--- src/rtl/fir_prog_pkg.sv ---
// Shared helpers for the programmable parallel FIR: width derivation and
// the round-half-up right shift used by the output stage.
package fir_prog_pkg;

  function automatic int full_width(input int nb_in, input int nb_coef, input int n_coeffs);
    return nb_in + nb_coef + $clog2(n_coeffs);
  endfunction

  function automatic int shift_width(input int nb_full);
    return $clog2(nb_full);
  endfunction

  // Arithmetic right shift with round half toward +inf; 64 bits leaves
  // headroom for the bias add on any realistic accumulator width.
  function automatic logic signed [63:0] round_half_up(input logic signed [63:0] sum,
                                                       input logic [31:0] shift);
    logic signed [63:0] bias;
    bias = 64'sd0;
    if (shift == 32'd0) return sum;
    bias = 64'sd1 <<< (shift - 32'd1);
    return (sum + bias) >>> shift;
  endfunction

endpackage

--- src/rtl/fir_round_sat.sv ---
// Per-lane output stage: shift/round the full-precision sum, then clip to
// the signed NB_OUT range and flag when clipping happened.
module fir_round_sat import fir_prog_pkg::*; #(
  parameter int NB_FULL  = 19,
  parameter int NB_SHIFT = 5,
  parameter int NB_OUT   = 16
) (
  input  logic [NB_FULL-1:0]  sum,
  input  logic [NB_SHIFT-1:0] shift,
  output logic [NB_OUT-1:0]   result,
  output logic                sat
);

  localparam logic signed [63:0] OUT_MAX = (64'sd1 <<< (NB_OUT - 1)) - 64'sd1;
  localparam logic signed [63:0] OUT_MIN = -OUT_MAX - 64'sd1;

  logic signed [63:0] sum_ext;
  logic signed [63:0] rounded;

  always_comb begin
    sum_ext = {{(64 - NB_FULL){sum[NB_FULL-1]}}, sum};
    rounded = round_half_up(sum_ext, {{(32 - NB_SHIFT){1'b0}}, shift});
    result  = rounded[NB_OUT-1:0];
    sat     = 1'b0;
    if (rounded > OUT_MAX) begin
      result = OUT_MAX[NB_OUT-1:0];
      sat    = 1'b1;
    end else if (rounded < OUT_MIN) begin
      result = OUT_MIN[NB_OUT-1:0];
      sat    = 1'b1;
    end
  end

endmodule

--- src/rtl/fir_parallel_prog.sv ---
// Block FIR, PARALLELISM samples per beat, with a double-buffered coefficient
// bank and per-beat shift/round/saturate. Three register stages, latency 3.
module fir_parallel_prog import fir_prog_pkg::*; #(
  parameter int NB_IN       = 8,
  parameter int NB_COEFFS   = 8,
  parameter int N_COEFFS    = 8,
  parameter int PARALLELISM = 2,
  parameter int NB_OUT      = 16,
  localparam int NB_FULL    = full_width(NB_IN, NB_COEFFS, N_COEFFS),
  localparam int NB_SHIFT   = shift_width(NB_FULL),
  localparam int NB_ADDR    = $clog2(N_COEFFS)
) (
  input  logic                          i_clock,
  input  logic                          i_reset,
  input  logic                          i_valid,
  input  logic [PARALLELISM*NB_IN-1:0]  i_data,
  input  logic [NB_SHIFT-1:0]           i_shift,
  input  logic                          i_coef_we,
  input  logic [NB_ADDR-1:0]            i_coef_addr,
  input  logic [NB_COEFFS-1:0]          i_coef_data,
  input  logic                          i_coef_commit,
  output logic                          o_valid,
  output logic [PARALLELISM*NB_OUT-1:0] o_data,
  output logic [PARALLELISM-1:0]        o_sat
);

  // Streaming: a beat is taken on every edge with i_valid=1 (no ready, no
  // back-pressure); o_valid marks each result beat for exactly one cycle and
  // o_data/o_sat hold between result beats.

  localparam int NB_PROD = NB_IN + NB_COEFFS;
  localparam int N_HIST  = N_COEFFS - 1;
  localparam int N_WIN   = N_HIST + PARALLELISM;

  logic signed [NB_IN-1:0]     hist     [N_HIST];
  logic signed [NB_IN-1:0]     win_next [N_WIN];
  logic signed [NB_IN-1:0]     s1_win   [N_WIN];
  logic                        s1_valid;
  logic [NB_SHIFT-1:0]         s1_shift;

  logic signed [NB_COEFFS-1:0] shadow      [N_COEFFS];
  logic signed [NB_COEFFS-1:0] shadow_next [N_COEFFS];
  logic signed [NB_COEFFS-1:0] active      [N_COEFFS];

  logic signed [NB_PROD-1:0]   s2_prod [PARALLELISM][N_COEFFS];
  logic                        s2_valid;
  logic [NB_SHIFT-1:0]         s2_shift;

  logic [NB_FULL-1:0]          lane_sum [PARALLELISM];
  logic [NB_OUT-1:0]           lane_res [PARALLELISM];
  logic [PARALLELISM-1:0]      lane_sat;

  // Window is oldest-first: stored history followed by this beat's lanes.
  always_comb begin
    for (int j = 0; j < N_HIST; j++) win_next[j] = hist[j];
    for (int l = 0; l < PARALLELISM; l++) win_next[N_HIST + l] = i_data[l*NB_IN +: NB_IN];
  end

  // Same-edge write is forwarded so a commit always sees the freshest shadow.
  always_comb begin
    for (int k = 0; k < N_COEFFS; k++) begin
      shadow_next[k] = shadow[k];
      if (i_coef_we && (i_coef_addr == NB_ADDR'(k))) shadow_next[k] = i_coef_data;
    end
  end

  // S1: history, window capture, coefficient banks.
  always_ff @(posedge i_clock) begin
    if (i_reset) begin
      for (int j = 0; j < N_HIST; j++) hist[j] <= '0;
      for (int j = 0; j < N_WIN; j++) s1_win[j] <= '0;
      for (int k = 0; k < N_COEFFS; k++) begin
        shadow[k] <= '0;
        active[k] <= '0;
      end
      s1_valid <= 1'b0;
      s1_shift <= '0;
    end else begin
      for (int k = 0; k < N_COEFFS; k++) begin
        shadow[k] <= shadow_next[k];
        if (i_coef_commit) active[k] <= shadow_next[k];
      end
      s1_valid <= i_valid;
      if (i_valid) begin
        for (int j = 0; j < N_WIN; j++) s1_win[j] <= win_next[j];
        for (int j = 0; j < N_HIST; j++) hist[j] <= win_next[j + PARALLELISM];
        s1_shift <= i_shift;
      end
    end
  end

  // S2: only consumer of the active bank, so a commit splits beats cleanly.
  always_ff @(posedge i_clock) begin
    if (i_reset) begin
      for (int l = 0; l < PARALLELISM; l++)
        for (int k = 0; k < N_COEFFS; k++) s2_prod[l][k] <= '0;
      s2_valid <= 1'b0;
      s2_shift <= '0;
    end else begin
      s2_valid <= s1_valid;
      if (s1_valid) begin
        s2_shift <= s1_shift;
        for (int l = 0; l < PARALLELISM; l++)
          for (int k = 0; k < N_COEFFS; k++)
            s2_prod[l][k] <= NB_PROD'(s1_win[N_HIST + l - k]) * NB_PROD'(active[k]);
      end
    end
  end

  always_comb begin
    for (int l = 0; l < PARALLELISM; l++) begin
      lane_sum[l] = '0;
      for (int k = 0; k < N_COEFFS; k++)
        lane_sum[l] = lane_sum[l] + {{(NB_FULL - NB_PROD){s2_prod[l][k][NB_PROD-1]}}, s2_prod[l][k]};
    end
  end

  for (genvar l = 0; l < PARALLELISM; l++) begin : g_lane
    fir_round_sat #(
      .NB_FULL  (NB_FULL),
      .NB_SHIFT (NB_SHIFT),
      .NB_OUT   (NB_OUT)
    ) u_round_sat (
      .sum    (lane_sum[l]),
      .shift  (s2_shift),
      .result (lane_res[l]),
      .sat    (lane_sat[l])
    );
  end

  // S3: output register, holds its value between valid beats.
  always_ff @(posedge i_clock) begin
    if (i_reset) begin
      o_valid <= 1'b0;
      o_data  <= '0;
      o_sat   <= '0;
    end else begin
      o_valid <= s2_valid;
      if (s2_valid) begin
        for (int l = 0; l < PARALLELISM; l++) o_data[l*NB_OUT +: NB_OUT] <= lane_res[l];
        o_sat <= lane_sat;
      end
    end
  end

endmodule

--- config.mk ---
export PLATFORM = sky130hd
export DESIGN_NAME = fir_parallel_prog
export DESIGN_NICKNAME = d
export VERILOG_FILES = /design/src/rtl/fir_prog_pkg.sv /design/src/rtl/fir_round_sat.sv /design/src/rtl/fir_parallel_prog.sv
export SDC_FILE = /design/constraint.sdc
export NUM_CORES = 2
export LEC_CHECK = 0
export ABC_AREA = 0
export CORE_ASPECT_RATIO = 1.75
export CORE_MARGIN = 1
export CORE_UTILIZATION = 45
export DETAILED_ROUTE_END_ITERATION = 10
export PLACE_DENSITY = 0.66
export REMOVE_ABC_BUFFERS = 1
export SLEW_MARGIN = 20
export SYNTH_ARGS = -nofsm -noshare
export SYNTH_HDL_FRONTEND = slang
export SYNTH_SLANG_ARGS = --single-unit
--- constraint.sdc ---
create_clock -name i_clock -period 11.4 [get_ports i_clock]
set_input_delay 2.28 -clock i_clock [delete_from_list [all_inputs] [get_ports i_clock]]
set_output_delay 2.28 -clock i_clock [all_outputs]
set_load 0.02 [all_outputs]
### After elaboration in Yosys (flattened, before gate mapping)

Memories as Yosys holds them, arrays and structs flattened.
Index checks and enable logic that the tools add are counted.
Widths: inputs -> output; s select.

| word-level totals | value |
|---|---|
| flip-flop bits (word level) | 47 |
| bits in writable memories | 512 |
| logic and storage cells | 198 |
| memories kept | 5 |

| cells by class | value |
|---|---|
| $add $sub $neg | 17 |
| multipliers | 16 |
| order comparisons | 4 |
| equal/unequal tests | 7 |
| shifts and indexed selects | 3 |
| muxes and demuxes | 81 |
| bitwise gates (word level) | 48 |
| reductions and logical operators | 10 |

Memories:

| memory | words | bits a word | read ports | clocked after memory_dff | wr ports | line | source |
|---|---|---|---|---|---|---|---|
| s2_prod | 2 | 128 | 2 | 0 | 2 | fir_parallel_prog.sv:45 | `logic signed [NB_PROD-1:0] s2_prod [PARALLELISM][N_COEFFS];` |
| s1_win | 9 | 8 | 9 | 0 | 9 | fir_parallel_prog.sv:37 | `logic signed [NB_IN-1:0] s1_win [N_WIN];` |
| active | 8 | 8 | 8 | 0 | 8 | fir_parallel_prog.sv:43 | `logic signed [NB_COEFFS-1:0] active [N_COEFFS];` |
| shadow | 8 | 8 | 8 | 0 | 8 | fir_parallel_prog.sv:41 | `logic signed [NB_COEFFS-1:0] shadow [N_COEFFS];` |
| hist | 7 | 8 | 7 | 0 | 7 | fir_parallel_prog.sv:35 | `logic signed [NB_IN-1:0] hist [N_HIST];` |

Operators with widths:

| operator | count |
|---|---|
| $mux 16 | 20 |
| $mux 8 | 40 |
| $mul 8x8->16 | 16 |
| $mux 64 | 4 |
| $add 19x19->19 | 8 |
| $add 19x64->64 | 2 |
| $gt 64x16->1 const B | 2 |
| $lt 64x16->1 const B | 2 |
| $sshr 64x5->64 | 2 |
| $sshl 2x32->64 const A | 1 |
| $or 1x1->1 | 48 |
| $add 18x16->19 | 2 |
| $add 17x16->18 | 2 |
| $add 16x16->17 | 2 |
| $mux 1 | 17 |
| $eq 3x3->1 const B | 4 |
| $logic_and 1x1->1 | 8 |
| $eq 3x2->1 const B | 2 |
| $sub 5x1->6 const B | 1 |
| $logic_not 5->1 | 1 |
| $eq 3x1->1 const B | 1 |
| $logic_not 3->1 | 1 |

### Longest topological paths before layout

An unclocked memory read counts as a cell.

| depth | value |
|---|---|
| word-level depth | 14 |
| mapped depth | 39 |
| gate-level depth less buffers | 37 |

### Modules after synthesis

From an unflattened synthesis, not the netlist that was laid out.

| unflattened totals | value |
|---|---|
| cells, all modules | 10824 |
| area total of the unflattened synthesis | 91437.7 µm² |

By module, submodules not included:

| module | instances | cells each | area an instance (µm²) | sequential area each (µm²) |
|---|---|---|---|---|
| fir_parallel_prog | 1 | 6808 | 65723.0 | 14233.7 |
| fir_round_sat (g_lane[1].u_round_sat) | 1 | 2003 | 13020.0 | 0.0 |
| fir_round_sat (g_lane[0].u_round_sat) | 1 | 2013 | 12694.7 | 0.0 |

### Least setup slack after synthesis

OpenSTA, ideal clock, no wires.

| timing | value |
|---|---|
| kind | flip-flop to flip-flop |
| start point | memory s2_prod[0][2] (netlist name) |
| end point | register o_data[10] |
| setup time | 0.086 ns |
| arrival | 9.522 ns |
| required time | 11.314 ns |
| path slack | 1.792 ns |
| cell stages (with the launch flop) | 37 |
| clock period less this slack | 9.608 ns |
| cell sequence | edfxtp_1 -> inv_1 -> fa_1 -> inv_1 -> fa_1 -> fa_1 -> fa_1 -> ha_1 -> inv_1 -> fa_1 -> nor2b_1 -> o31a_1 -> o2111ai_1 -> a21boi_0 -> a31oi_1 -> xnor2_1 -> inv_1 -> ha_1 -> buf_4 -> a21oi_1 -> o21ai_0 -> a22oi_1 -> nand2b_1 -> clkbuf_1 -> o2111a_1 -> a21oi_1 -> xnor2_1 -> o22ai_1 -> nor4_2 -> a311oi_1 -> or3_1 -> or3_1 -> nor4_1 -> a41oi_1 -> buf_2 -> a211o_1 -> a211oi_1 |

RTL lines:

| what | line | source |
|---|---|---|
| from (decl) | fir_parallel_prog.sv:45 |  |
| to (signal assigned) | fir_parallel_prog.sv:135 | `o_data <= '0;` |
| to (decl) | fir_parallel_prog.sv:23 | `output logic [PARALLELISM*NB_OUT-1:0] o_data,` |

==> flow_summary_export.csv <==
group,metric,value,unit
cts,clkTransAtPathRegs,0.07,ns
timing,slew_violations,0,
detailed_routing,wirelength,338000,um
cts,htreeDepth,2,
synth,synthCells,8936,
grt,global_route.overflow_total,0,
die,die_area,179000,um2
detailed_routing,post_drt_wl_per_cell,28.5,um
critical_path,crit_fanout,8,
die,start_util,45.2,%
layout,drive_above_1_share,10.6,%
synth,ys_warn_count,0,
detailed_routing,dr.pass1.iters,6,
placed_design,io_buffers,71,
detailed_routing,vias,68400,
timing,tns,0,ns
critical_path,critPathKind,"flop to flop",
critical_path,worst_setup_path_start_kind,"flop",
cts,clkLatencyLatePin,0.76,ns
timing,fin_hold_ws,0.454,ns
run,cap_violations,0,
cts,numClockSinks,511,
die,io-pin-count,72,
detailed_routing,ant_nets,0,
critical_path,critPathSlowestCell,"o211ai_1",
detailed_routing,remaining_drc_errors,0,
grt,grt.total_usage,38.2,%
die,die_w,320,um
timing,finalSetupViolCount,0,
placed_design,dp_hpwl,271000,um
timing,period_share,98.1,%
synth,synth-seq-area-share,17.8,%
grt,grt_pass1_vias,73400,
grt,top_usage_layer,"met2",
timing,slew_headroom,12.1,%
synth,syn-mean-instance-area,8.93,um2
critical_path,required,12.05,ns
critical_path,crit_top_cell,"buf_4",
critical_path,cpPeakStageDelay,0.62,ns
synth,async_flop_share,0,%
critical_path,crit_arrival,11.84,ns
layout,fillers,16600,
synth,ys.flop_type,"edfxtp_1",
timing,rsz0062_at_grt,"no",
synth,synth-edff-count,400,
cts,cts_buffers,58,
layout,design_area,90000,um2
synth,synth-seq-cells,511,
grt,grt_util_met3,7.35,%
synth,netlist_area,79800,um2
grt,grt_max_degree,85,
run_status,status,"finished, final reports clean",
cts,cts_max_path_buffers,3,
layout,fin_nets,11100,
synth,synth_cell_types,110,
grt,grt_pass1_wl,491000,um
timing,period_needed,11.18,ns
die,core_area,176000,um2
grt,met1_usage,34.0,%
cts,cts_tree,"done",
placed_design,place_area,87800,um2
layout,syn_to_final_growth,12.8,%
timing,tightestPinTransition,1.31,ns
placed_design,place.gp.congestion,1.10,
timing,clock_skew,0.0863,ns
cts,hold_buffers,0,
timing,clock.fmax,0.0894,GHz
grt,grt_use_met2,67.4,%
die,fp-row-count,204,
grt,grt_antenna_before_repair,22,
die,die_y,559,um
detailed_routing,drt_iter0_markers,4967,
critical_path,end_kind,"flop",
detailed_routing,via_per_inst,5.77,
worst_hold_path,hold_class,"flop to flop",
timing,final_hold_viol_count,0,
cts,root_buffer,"clkbuf_16",
[critical path, delay by kind of cell, from the launching register on]
family | cells | cell delay, ns
flops | 1 | 0.35
simple gates | 7 | 1.97
fa+ha+maj | 6 | 2.96
compound gates | 14 | 3.93
buf+inv | 10 | 1.45
mux | 2 | 0.42
[synthesized netlist by cell type (121+ instances only)]
| cell type | number | area (um2) |
|---|---|---|
| a21oi_1 | 393 | 1970 |
| fa_1 | 1080 | 21600 |
| ha_1 | 597 | 7470 |
| and2_1 | 798 | 4990 |
| nand2_1 | 779 | 2920 |
| clkbuf_1 | 311 | 1170 |
| o21ai_0 | 196 | 981 |
| inv_1 | 1556 | 5840 |
| edfxtp_1 | 400 | 12000 |
| nor3_1 | 130 | 651 |
| nor2_1 | 572 | 2150 |
| a21o_1 | 121 | 908 |
| nand2b_1 | 153 | 957 |
| xnor2_1 | 300 | 2630 |
[metal layers]
| layer | part of all wire, % | vias up |
|---|---|---|
| li1 | - | 30100 |
| met1 | 30 | 34100 |
| met2 | 50 | 2751 |
| met3 | 5.5 | 1405 |
| met4 | 15 | 18 |
| met5 | 0.036 | - |
[per-stage QoR]
step | utilization, % | setup slack, ns | instances
6_report | 51.0 | 0.218 | 11900
5_1_grt | 51.0 | 0.00342 | 11800
4_1_cts | 50.9 | 0.00203 | 11800
3_5_place_dp | 49.8 | 0.0404 | 11700
3_3_place_gp | 49.8 | 0.00776 | 11700
2_1_floorplan | - | 0.347 | 8576
[cell families (layout without fill, tap and decap cells)]
logic type,Yosys count,after routing,share of synthesized area [%]
other cells,1,44,0.00470
flops,511,511,17.8
fa+ha+maj,1677,1677,36.5
buf+inv,1949,2452,9.28
simple gates,2854,2854,18.0
xor+xnor,342,342,3.76
compound gates,1460,1460,12.5
mux,142,142,2.14
[path summary, 6_finish.rpt]
kind	start	endpoint	slack, ns	cells past startpoint
worst min register to register	shadow[1][7]	shadow[1][7]	0.45	2
worst max-delay path	s2_prod[0][24]	o_data[5]	0.22	39
worst min-delay path	shadow[1][7]	shadow[1][7]	0.45	2
worst max register to register	s2_prod[0][24]	o_data[5]	0.22	39
[state kept, by name (all words and copies together), names as in the netlist]
name	count
o_sat	2
s2_prod	256
active	64
o_valid	1
s1_win	72
s1_valid	1
s2_valid	1
s1_shift	5
shadow	64
s2_shift	5
hist	8
o_data	32
[what timing repair did]
item | in CTS | in global routing
hold endpoints to repair | 0 | 0
buffers inserted | 0 | 2
resized for setup | 0 | 11
setup endpoints to repair | 0 | 16
[cell usage in the layout, fill, tap and decap left out, drive strengths merged, types with 26 or more instances in the layout]
cell           netlist  routed
o21ai              213     213
a21oi              409     409
nor2               574     574
dfxtp              111     111
buf                 78     714
a211oi              97      97
mux2i               94      94
o31ai               37      37
edfxtp             400     400
xnor2              301     301
nor2b               61      61
and2               799     799
fa                1080    1080
nand2              779     779
o21bai              96      96
nand2b             153     153
nand3               79      79
conb                 1      31
a21o               122     122
inv               1557    1566
o221ai              27      27
or3                 33      33
ha                 597     597
o22ai               37      37
clkbuf             312      81
mux2                28      28
and3                42      42
xor2                41      41
clkdlybuf4s50        0      70
nor4                42      42
or4                 26      26
nand4               71      71
nor3               143     143
o211ai              66      66
o21a                41      41
[final cells by class]
cell class	count	area, um2	share of cell area (%)
well taps	2369	2960	3.29
inverters	1559	5860	6.51
clock inverters	28	314	0.349
repair buffers	784	6380	7.09
multi-input cells	6506	58500	65.0
flip-flops and latches	511	14300	15.8
clock buffers	81	1720	1.91
diodes	13	32.5	0.0361
Power is not shown: default switching activity piles up to over one toggle a cycle in this logic, so the estimate is an artifact.
